[config.mk]
export PLATFORM = sky130hd
export DESIGN_NAME = div_ctrl
export DESIGN_NICKNAME = d
export VERILOG_FILES = /design/src/rtl/div_ctrl.sv
export SDC_FILE = /design/constraint.sdc
export NUM_CORES = 1
export LEC_CHECK = 0
export BUFFER_PORTS_ARGS = -buffer_cell sky130_fd_sc_hd__buf_2
export CAP_MARGIN = 20
export CORE_ASPECT_RATIO = 0.7
export CORE_UTILIZATION = 47
export DETAILED_ROUTE_END_ITERATION = 10
export PLACE_DENSITY = 0.77
export RECOVER_POWER = 25
export SYNTH_ARGS = -nofsm -noshare
export SYNTH_HDL_FRONTEND = slang
export SYNTH_SLANG_ARGS = --single-unit
[constraint.sdc]
create_clock -name clock -period 2.4 [get_ports clock]
set_clock_uncertainty 0.2 [all_clocks]
set_input_delay 0.12 -clock clock [delete_from_list [all_inputs] [get_ports clock]]
set_output_delay 0.12 -clock clock [all_outputs]
set_load 0.02 [all_outputs]
[src/rtl/div_ctrl.sv]
// Sequences a multi-cycle divider for the EX stage and handles special cases, flushes and result formatting.
// Optional result cache is enabled by defining DIV_RESULT_CACHE_EN.
module div_ctrl (
    input  logic        clock,
    input  logic        reset,
    input  logic        req_valid_i,
    input  logic [2:0]  op_i,
    input  logic [63:0] srcA_i,
    input  logic [63:0] srcB_i,
    input  logic        flush_i,
    output logic        stall_o,
    output logic        result_valid_o,
    output logic [63:0] result_o,
    output logic        div_start_o,
    output logic        div_signed_o,
    output logic [63:0] div_a_o,
    output logic [63:0] div_b_o,
    input  logic        div_ready_i,
    input  logic        div_error_i,
    input  logic [63:0] div_q_i,
    input  logic [63:0] div_r_i
);

    typedef enum logic [1:0] {IDLE, RUN, DONE, DRAIN} state_t;

    state_t      r_state;
    state_t      w_nextState;

    logic [63:0] r_a;
    logic [63:0] r_b;
    logic        r_signed;
    logic        r_rem;
    logic        r_word;
    logic [63:0] r_q;
    logic [63:0] r_r;

    logic        w_word;
    logic        w_signed;
    logic [63:0] w_extA;
    logic [63:0] w_extB;
    logic [63:0] w_minNeg;
    logic        w_divZero;
    logic        w_overflow;
    logic        w_special;
    logic [63:0] w_specialQ;
    logic [63:0] w_specialR;
    logic        w_cacheHit;
    logic [63:0] w_hitQ;
    logic [63:0] w_hitR;
    logic        w_accept;
    logic        w_capture;
    logic [63:0] w_sel;
    logic        w_unusedErr;

    // The divider never sees a zero divisor, so its error flag carries no information.
    assign w_unusedErr = div_error_i;

    assign w_word   = op_i[0];
    assign w_signed = ~op_i[1];
    assign w_extA   = !w_word ? srcA_i :
                      (w_signed ? {{32{srcA_i[31]}}, srcA_i[31:0]} : {32'd0, srcA_i[31:0]});
    assign w_extB   = !w_word ? srcB_i :
                      (w_signed ? {{32{srcB_i[31]}}, srcB_i[31:0]} : {32'd0, srcB_i[31:0]});

    assign w_minNeg   = w_word ? 64'hFFFF_FFFF_8000_0000 : 64'h8000_0000_0000_0000;
    assign w_divZero  = (w_extB == 64'd0);
    assign w_overflow = w_signed & (w_extA == w_minNeg) & (w_extB == {64{1'b1}});
    assign w_special  = w_divZero | w_overflow;
    assign w_specialQ = w_divZero ? {64{1'b1}} : w_extA;
    assign w_specialR = w_divZero ? w_extA : 64'd0;

    assign w_accept  = (r_state == IDLE) & req_valid_i & ~flush_i;
    assign w_capture = (r_state == RUN) & div_ready_i & ~flush_i;

`ifdef DIV_RESULT_CACHE_EN
    logic        r_cacheValid;
    logic [63:0] r_cacheA;
    logic [63:0] r_cacheB;
    logic        r_cacheSigned;
    logic [63:0] r_cacheQ;
    logic [63:0] r_cacheR;

    assign w_cacheHit = r_cacheValid & (r_cacheA == w_extA) & (r_cacheB == w_extB)
                        & (r_cacheSigned == w_signed);
    assign w_hitQ     = r_cacheQ;
    assign w_hitR     = r_cacheR;

    // Flushes leave the entry intact: it still holds a correct q/r for its operands.
    always_ff @(posedge clock) begin
        if (reset) begin
            r_cacheValid  <= 1'b0;
            r_cacheA      <= 64'd0;
            r_cacheB      <= 64'd0;
            r_cacheSigned <= 1'b0;
            r_cacheQ      <= 64'd0;
            r_cacheR      <= 64'd0;
        end else if (w_capture) begin
            r_cacheValid  <= 1'b1;
            r_cacheA      <= r_a;
            r_cacheB      <= r_b;
            r_cacheSigned <= r_signed;
            r_cacheQ      <= div_q_i;
            r_cacheR      <= div_r_i;
        end
    end
`else
    assign w_cacheHit = 1'b0;
    assign w_hitQ     = 64'd0;
    assign w_hitR     = 64'd0;
`endif

    always_ff @(posedge clock) begin
        if (reset) begin
            r_state <= IDLE;
        end else begin
            r_state <= w_nextState;
        end
    end

    always_comb begin
        w_nextState    = r_state;
        div_start_o    = 1'b0;
        result_valid_o = 1'b0;
        case (r_state)
            IDLE: begin
                if (w_accept) begin
                    if (w_special || w_cacheHit) begin
                        w_nextState = DONE;
                    end else begin
                        w_nextState = RUN;
                        div_start_o = 1'b1;
                    end
                end
            end
            RUN: begin
                // A flush coinciding with ready has nothing left to drain.
                if (flush_i) begin
                    w_nextState = div_ready_i ? IDLE : DRAIN;
                end else if (div_ready_i) begin
                    w_nextState = DONE;
                end
            end
            DONE: begin
                w_nextState    = IDLE;
                result_valid_o = ~flush_i;
            end
            DRAIN: begin
                if (div_ready_i) begin
                    w_nextState = IDLE;
                end
            end
            default: w_nextState = IDLE;
        endcase
        if (reset) begin
            div_start_o    = 1'b0;
            result_valid_o = 1'b0;
        end
    end

    assign stall_o = req_valid_i & (r_state != DONE) & ~flush_i & ~reset;

    always_ff @(posedge clock) begin
        if (reset) begin
            r_a      <= 64'd0;
            r_b      <= 64'd0;
            r_signed <= 1'b0;
            r_rem    <= 1'b0;
            r_word   <= 1'b0;
            r_q      <= 64'd0;
            r_r      <= 64'd0;
        end else begin
            if (w_accept) begin
                r_rem  <= op_i[2];
                r_word <= op_i[0];
                if (w_special || w_cacheHit) begin
                    r_q <= w_special ? w_specialQ : w_hitQ;
                    r_r <= w_special ? w_specialR : w_hitR;
                end else begin
                    r_a      <= w_extA;
                    r_b      <= w_extB;
                    r_signed <= w_signed;
                end
            end
            if (w_capture) begin
                r_q <= div_q_i;
                r_r <= div_r_i;
            end
        end
    end

    // Operands go out combinationally on the start cycle, then from the registers until ready.
    assign div_a_o      = (r_state == IDLE) ? w_extA : r_a;
    assign div_b_o      = (r_state == IDLE) ? w_extB : r_b;
    assign div_signed_o = (r_state == IDLE) ? w_signed : r_signed;

    assign w_sel    = r_rem ? r_r : r_q;
    assign result_o = r_word ? {{32{w_sel[31]}}, w_sel[31:0]} : w_sel;

endmodule

[Word-level counts from Yosys, hierarchy flattened]
Index checks and enable logic that the tools add are counted.
Word-level totals
  output and inout bits: 196
  latch bits: 0
  bits in read-only memories: 0
  bits in registers: 261
  input port bits: 265
  memories kept: 0
  bits in writable memories: 0
Cells by class
  multiplexer cells: 31
  eq/ne operators: 9
  $add $sub $neg: 0
  bitwise operators: 14
  order comparisons: 0
  $mul: 0
  reduce and logical (&&, ||, !) cells: 7
  shift operators: 0
  divide/modulo/power cells: 0
Operators by type and width (count)
  64-bit 2-to-1 mux: 16
  64-bit equality test: 1
  64-bit equality test (second input constant): 1
  64-bit zero test: 1
  63-bit 2-to-1 mux: 1
  2-bit 2-to-1 mux: 6
  1-bit bitwise AND: 9
  2-bit case mux with 4 select lines: 1
  1-bit 2-to-1 mux: 7
  2-bit != test (second input constant): 3
  2-bit equality test (second input constant): 2
  1-bit inverter: 4
  2-bit AND reduction: 2
  2-bit nonzero test: 2
  3-bit != test (second input constant): 1
  3-bit AND reduction: 1
  2-bit by 1-bit equality test with 1-bit output (second input constant): 1
  2-bit zero test: 1
  1-bit bitwise OR: 1

[Logic depth before layout (Yosys ltp)]
Gate-level depths: netlist of the first run.
  word-level depth: 10
  mapped depth: 9
  depth with buffers taken out: 6

[Worst setup path before layout of the first run]
No wires, ideal clock.
  path type: input to register
  start point: in srcB_i[1]
  end point: reg r_r[62]
  stages: 8
  arrival: 1.974 ns
  slack: 0.103 ns
  library setup time: 0.123 ns
  cell sequence: nor4_1 nand4_1 or4_4 o21ai_2 o22ai_1 buf_2 buf_2 mux2_1
On the way
  cells in the longest elaborated chain, start to end: 7
Ends and longest elaborated chain
  start, declared: RTL line 9  | input logic [63:0] srcB_i,
  64-bit 2-to-1 mux: RTL line 63  | (w_signed ? {{32{srcB_i[31]}}, srcB_i[31:0]} : {32'd0, srcB_i[31:0]});
  64-bit 2-to-1 mux *: RTL line 62  | assign w_extB = !w_word ? srcB_i :
  64-bit equality test / 64-bit zero test (equally long branches): RTL line 67, 66
  1-bit bitwise AND / 64-bit 2-to-1 mux (equally long branches): RTL line 67, 70
  1-bit bitwise OR / 64-bit 2-to-1 mux (equally long branches): RTL line 68, 175
  2-bit nonzero test (no line) / 64-bit 2-to-1 mux (equally long branches)
  2-bit AND reduction (no line) / 64-bit 2-to-1 mux (equally long branches)
  end signal, assigned: RTL line 177  | r_r <= w_special ? w_specialR : w_hitR;
  end signal, assigned: RTL line 186  | r_r <= div_r_i;
  end, declared: RTL line 35  | logic [63:0] r_r;
Mark *: on every way between the ends. The rest lies on a longest branch, timed or not. The select of a mux whose other input is x is not followed.
A chain may end at the register's enable or synchronous reset.

[Worst setup path after layout of the first run]
  start point: in srcA_i[14]
  end point: out div_start_o
On the way
  cells in the longest elaborated chain, start to end: 10
Ends and longest elaborated chain
  start, declared: RTL line 8  | input logic [63:0] srcA_i,
  64-bit 2-to-1 mux: RTL line 61  | (w_signed ? {{32{srcA_i[31]}}, srcA_i[31:0]} : {32'd0, srcA_i[31:0]});
  64-bit 2-to-1 mux *: RTL line 60  | assign w_extA = !w_word ? srcA_i :
  64-bit equality test *: RTL line 67  | assign w_overflow = w_signed & (w_extA == w_minNeg) & (w_extB == {64{1'b1}});
  1-bit bitwise AND * (2 in a row): RTL line 67
  1-bit bitwise OR *: RTL line 68  | assign w_special = w_divZero | w_overflow;
  1-bit 2-to-1 mux *: RTL line 127  | if (w_special || w_cacheHit) begin
  1-bit 2-to-1 mux *: RTL line 126  | if (w_accept) begin
  1-bit 2-to-1 mux *: RTL line 124  | case (r_state)
  1-bit 2-to-1 mux *: RTL line 154  | if (reset) begin
  end, declared: RTL line 14  | output logic div_start_o,
Mark *: on every way between the ends. The rest lies on a longest branch, timed or not.

==> metrics.txt, run 1 <==
synthesized flop and latch total=261; final clock period utilization by the worst path=1.01; 1st-iter DRT viols=3,042; VDD IR max=0.000475 V; non-filler cells, final=3,007; pre-CTS setup slack=-0.631 ns; Post-synth EDFFs=0; first-pass GRT wire length=109,000 µm; sequential area share after synthesis=0.345; cell area after synthesis=15,100 µm²; placed cell areas=19,100 µm²; final setup margin=-0.0317 ns; initial antenna violation count=13; Root Driver=clkbuf_16; Buffers on Ports=459; largest net degree at the start of global routing=113; DRT Wirelength=73,600 µm; count of different cell masters after synthesis=43; fill cell count=2,255; Slew headroom=0.505; LEAKAGE=10.0 nW; Die Height=152 µm; worst reg2reg path depth=4; critical path class=input pin to primary output; setup tns final=-0.0317 ns; area of the core=31,400 µm²; Worst Tran Pin Value=0.742 ns; Die W=217 µm; proportion of layout cells with a drive suffix above 1=0.351; Met2 Routed Length=31,500 µm; num ports=461; WL/cell=24.5 µm; Max Cap Viol=0; DP HPWL=44,900 µm; Avg Inst Size Synth=8.34 µm²; crit end category=primary output; power consumption=12.0 mW; Post-DRT Antenna Nets=0; Pwr Density=519 nW/µm²; dpl cells=2,674; Max Buffers Root-to-Sink=3; Tmin final=2.43 ns; Worst Setup Start Kind=input pin; M1 WL=28,000 µm; GRT overflow=0; htree depth=1; status=complete, but fails checks; Die ar.=32,900 µm²; Async SR Flop Fraction=0; syn_nets=2,080; Worst Hold Class=input pin to flop; Synth Warn #=0; Mapped Cells=1,815; Critical Path RT=2.08 ns; metal3 WL=9760 µm; final setup vio count=1; TritonCTS buffer count=28; CTS tree=done; Layout area overhead=52.8%; hold-critical path depth=4; CTS clk-pin slew, worst paths=0.06 ns; # DRC=0; GRT Util Overall=0.418; register area=5230 µm²; Worst EP arrival=2.11 ns; Commonest cells post-synth=294 x a21oi_1, 261 x dfxtp_1, 167 x nand2_1; Synth Flop Type=dfxtp_1; Vias/cell=6.56; vias in the first global route=18.8k; post-synth top area share=0.345; most numerous cell in the Yosys netlist=a21oi_1; Row Count=54; crit path max fanout=3; area occupied by multi-input gates=9280 µm²; routability cong.=0.995; synth top area cells=dfxtp_1 35%, mux2_2 10%, a21oi_1 9.7%, mux2i_1 6.2%, nand2_1 4.1%; # nets final=2,826; worst-skew pair later-pin latency=0.56 ns; violated checks=setup timing; area leader, netlist=dfxtp_1; RSZ-0062 raised after global routing=yes; Starting Density=0.482; Final Hold Fails=0; Highest Clock Rate=411 MHz; Num Clock Sinks=261; DR top layer=met5; final instance area=23,100 µm²; Pre-antenna DRT Iters=8; Slew Viols, Final=0; vias post-DR=19.7k
==> per-layer routing <==
layer / GRT usage / vias to the layer above
met2: 0.627 / 1736
met4: 0.189 / 6
li1: - / 8377
met1: 0.554 / 9199
met3: 0.123 / 403
met5: 0 / -
==> cells by family after synthesis <==
family | share of synthesized area
DFF | 0.345
muxes | 0.181
AOI/OAI and AO/OA | 0.228
and+or+nand+nor | 0.186
buffers and inverters | 0.0603
==> registers in the layout, summed over array words and instances (netlist names) <==
signal    cells
r_state       2
r_word        1
r_signed      1
r_r          64
r_rem         1
r_a          64
r_b          64
r_q          64
==> layout make-up <==
class / instances / share of cell area
Antenna cell: 10 / 0.00108
Clock buffer: 39 / 0.0342
Clock inverter: 7 / 0.00227
Inverter: 6 / 0.00108
Multi-Input combinational cell: 1328 / 0.401
Sequential cell: 261 / 0.226
Tap cell: 420 / 0.0227
Timing Repair Buffer: 936 / 0.312
==> layout by cell type (no fill, tap or decap), types with 3 or more instances in the layout <==
cell	Yosys	layout
nand4_1	79	79
nand2b_1	3	3
buf_6	3	5
buf_12	0	38
o221ai_1	63	63
dlygate4sd3_1	0	259
mux2_1	20	20
nor2b_1	67	67
clkbuf_8	0	6
o31ai_1	64	64
a31oi_1	66	66
inv_1	4	4
clkbuf_1	164	6
nor4_1	31	22
clkinv_2	0	4
mux2_2	140	140
nor2_1	76	73
mux2i_1	94	94
nor4_2	0	3
nor4_4	0	6
or4b_1	31	31
a21oi_2	0	13
buf_4	0	179
nor4b_1	4	3
a211oi_1	66	66
dfxtp_1	261	258
nand2_1	167	167
nor3_1	6	4
buf_2	32	445
diode_2	0	10
clkbuf_16	0	31
buf_16	0	5
or4_1	34	33
a21oi_1	294	280
==> what timing repair did <==
item,CTS,global route
hold buffers,260,0
buffers inserted,5,6
setup endpoints to repair,122,62
resized for setup,32,31
pin swaps,5,12
cloned,4,3
endpoints found under the hold margin,258,0
==> report_power, final <==
| part | total (mW) | switching (mW) | internal, mW |
|---|---|---|---|
| combinational | 3.26 | 1.88 | 1.38 |
| clock | 4.19 | 1.90 | 2.29 |
| sequential | 4.55 | 0.0813 | 4.47 |
==> metrics by stage <==
stage,util,hold WS [ns]
floorplan,-,0.0171
global placement,0.609,0.176
detailed placement,0.609,0.181
CTS,0.728,0.00279
global route,0.737,0.0377
finish,0.737,0.0186
==> worst max-delay path: stages <==
cell	delay, ns
buf_2	0.12
nor4_2	0.34
nand4_1	0.35
nor4_4	0.41
buf_4	0.17
nand4b_1	0.13
buf_6	0.17
nand3_2	0.07
nor2_1	0.04
buf_4	0.19
==> worst paths after layout <==
path / to / slack (ns) / startpoint
max reg2reg: r_a[24]$_SDFFE_PP0P_ / 0.18 / r_state[0]$_SDFFE_PP0P_
min: r_r[11]$_SDFFE_PP0P_ / 0.02 / srcA_i[11]
min reg2reg: r_q[60]$_SDFFE_PP0P_ / 0.26 / r_q[60]$_SDFFE_PP0P_
max: div_start_o / -0.03 / srcA_i[14]
No activity file was read; power rests on OpenSTA's default activity.
==> inputs of run 2 (changes only) <==
--- a/config.mk
+++ b/config.mk
@@ -7,10 +7,11 @@
 export LEC_CHECK = 0
 export BUFFER_PORTS_ARGS = -buffer_cell sky130_fd_sc_hd__buf_2
 export CAP_MARGIN = 20
-export CORE_ASPECT_RATIO = 0.7
-export CORE_UTILIZATION = 47
+export CORE_AREA = 2 2 182 184
 export DETAILED_ROUTE_END_ITERATION = 10
-export PLACE_DENSITY = 0.77
+export DIE_AREA = 0 0 184 186
+export MAX_ROUTING_LAYER = met4
+export PLACE_DENSITY = 0.74
 export RECOVER_POWER = 25
 export SYNTH_ARGS = -nofsm -noshare
 export SYNTH_HDL_FRONTEND = slang
==> constraint.sdc (replaced) <==
create_clock -name clock -period 3.1 [get_ports clock]
set_clock_uncertainty 0.2 [all_clocks]
set_input_delay 0.155 -clock clock [delete_from_list [all_inputs] [get_ports clock]]
set_output_delay 0.155 -clock clock [all_outputs]
set_load 0.02 [all_outputs]
==> run 2 against run 1 <==
Compared with the run above:
- the run still ends with setup timing left
- first-iteration DRC count down 15%
- sequential cell count unchanged
- sequential share of layout area up 0.82 points
- count of clock-buffer cells in the layout unchanged
- power down 20%
- routed wire length down 1.9%
- sequential power down 22%
- non-clock buffer count down 82
==> metrics.txt, run 2 (same netlist as run 1, synthesis figures left out) <==
status=complete, but fails checks; violated checks=setup timing; Vias/cell=6.64; routability cong.=0.930; Worst Tran Pin Value=1.05 ns; Post-DRT Antenna Nets=0; vias post-DR=19.4k; Max Cap Viol=0; power consumption=9.63 mW; Slew headroom=0.298; num ports=461; CTS clk-pin slew, worst paths=0.06 ns; Row Count=66; Worst Setup Start Kind=input pin; Layout area overhead=47.3%; final core occ=0.693; Highest Clock Rate=314 MHz; proportion of layout cells with a drive suffix above 1=0.262; TritonCTS buffer count=29; LEAKAGE=9.21 nW; CTS tree=done; final clock period utilization by the worst path=1.03; most frequent cells in the layout=359 x buf_2, 313 x dlygate4sd3_1, 293 x a21oi_1, 260 x dfxtp_1, 167 x nand2_1; fill cell count=2,414; Max Buffers Root-to-Sink=3; Pwr Density=432 nW/µm²; DRT Wirelength=72,200 µm; Pre-antenna DRT Iters=7; 1st-iter DRT viols=2,580; GRT Util Overall=0.395; pre-CTS setup slack=-0.0560 ns; # DRC=0; DP HPWL=38,800 µm; Slew Viols, Final=0; crit end category=flop; Critical Path RT=3.38 ns; Root Driver=clkbuf_16; Worst Hold Class=input pin to flop; first-pass GRT wire length=104,000 µm; Final Hold Fails=0; Num Clock Sinks=261; commonest non-fill, non-tap cell in the layout=buf_2; placed cell areas=17,900 µm²; Die Height=186 µm; crit path max fanout=17; critical path class=input pin to flop; Die ar.=34,200 µm²; GRT overflow=0; largest net degree at the start of global routing=130; Starting Density=0.470; WL/cell=24.8 µm; non-filler cells, final=2,916; htree depth=1; worst-skew pair later-pin latency=0.54 ns; # nets final=2,745; vias in the first global route=19.1k; Die W=184 µm; Buffers on Ports=459; VDD IR max=0.000436 V; final instance area=22,300 µm²; Tmin final=3.19 ns; dpl cells=2,526; area of the core=32,200 µm²; final setup vio count=25; initial antenna violation count=4; Worst EP arrival=3.47 ns; final setup margin=-0.0865 ns
run 2: changes by cell type in the layout (fill, tap and decap cells not counted), moves of 12 or more:
cell           previous run  this run
buf_12                   38        17
dlygate4sd3_1           259       313
buf_4                   179        50
buf_2                   445       359
a21oi_1                 280       293
clkbuf_1                  6       106
a21oi_2                  13         1
run 2: final timing paths:
check                           from  slack [ns]  cells past startpoint                   end
max                        srcA_i[8]       -0.09                     12  r_b[19]$_SDFFE_PP0P_
min                       srcA_i[57]        0.06                      4  r_a[57]$_SDFFE_PP0P_
max reg2reg  r_state[0]$_SDFFE_PP0P_        0.14                      5   r_b[3]$_SDFFE_PP0P_
min reg2reg      r_q[9]$_SDFFE_PP0P_        0.26                      2   r_q[9]$_SDFFE_PP0P_
run 2: timing repair:
action | 4_1_cts | 5_1_grt
endpoints found under the setup margin | 0 | 47
endpoints found under the hold margin | 260 | 0
hold buffers | 314 | 0
setup buffers | 0 | 9
resized for setup | 0 | 18
run 2: stage by stage:
step | setup TNS, ns | hold slack [ns]
6_report | -0.773 | 0.0580
4_1_cts | 0 | 0.00822
3_5_place_dp | -0.719 | 0.247
3_3_place_gp | -0.0244 | 0.234
5_1_grt | -4.45 | 0.0826
2_1_floorplan | 0 | 0.0521
run 2: power breakdown:
| part | internal [mW] | switching, mW |
|---|---|---|
| logic | 0.901 | 1.35 |
| clock network | 2.37 | 1.48 |
| registers | 3.46 | 0.0639 |
run 2: critical path, stage by stage:
cell and delay, ns:
dlygate4sd3_1 0.55, buf_2 0.19, nor4_1 0.45, nand4_1 0.21, nor4_2 0.22, buf_4 0.16
and4b_2 0.28, buf_6 0.17, buf_16 0.17, o31ai_1 0.11, a21oi_1 0.21, dlygate4sd3_1 0.58
run 2: final cells by class:
class                      instances  area [µm²]  share of cell area
multi-input combinational       1328        9140               0.410
timing repair buffer             854        6350               0.285
sequential                       261        5230               0.234
clock buffer                      39         793              0.0356
tap                              408         510              0.0229
clock inverter                    14         248              0.0111
inverter                           6        25.0             0.00112
antenna                            6        15.0            0.000673
run 2: layer usage:
metal	share of wire	global-route usage	vias to the layer above
met4	0.073	0.247	0
met5	0	-	-
met2	0.45	0.613	1772
met1	0.36	0.465	8901
met3	0.12	0.0918	497
li1	-	-	8191
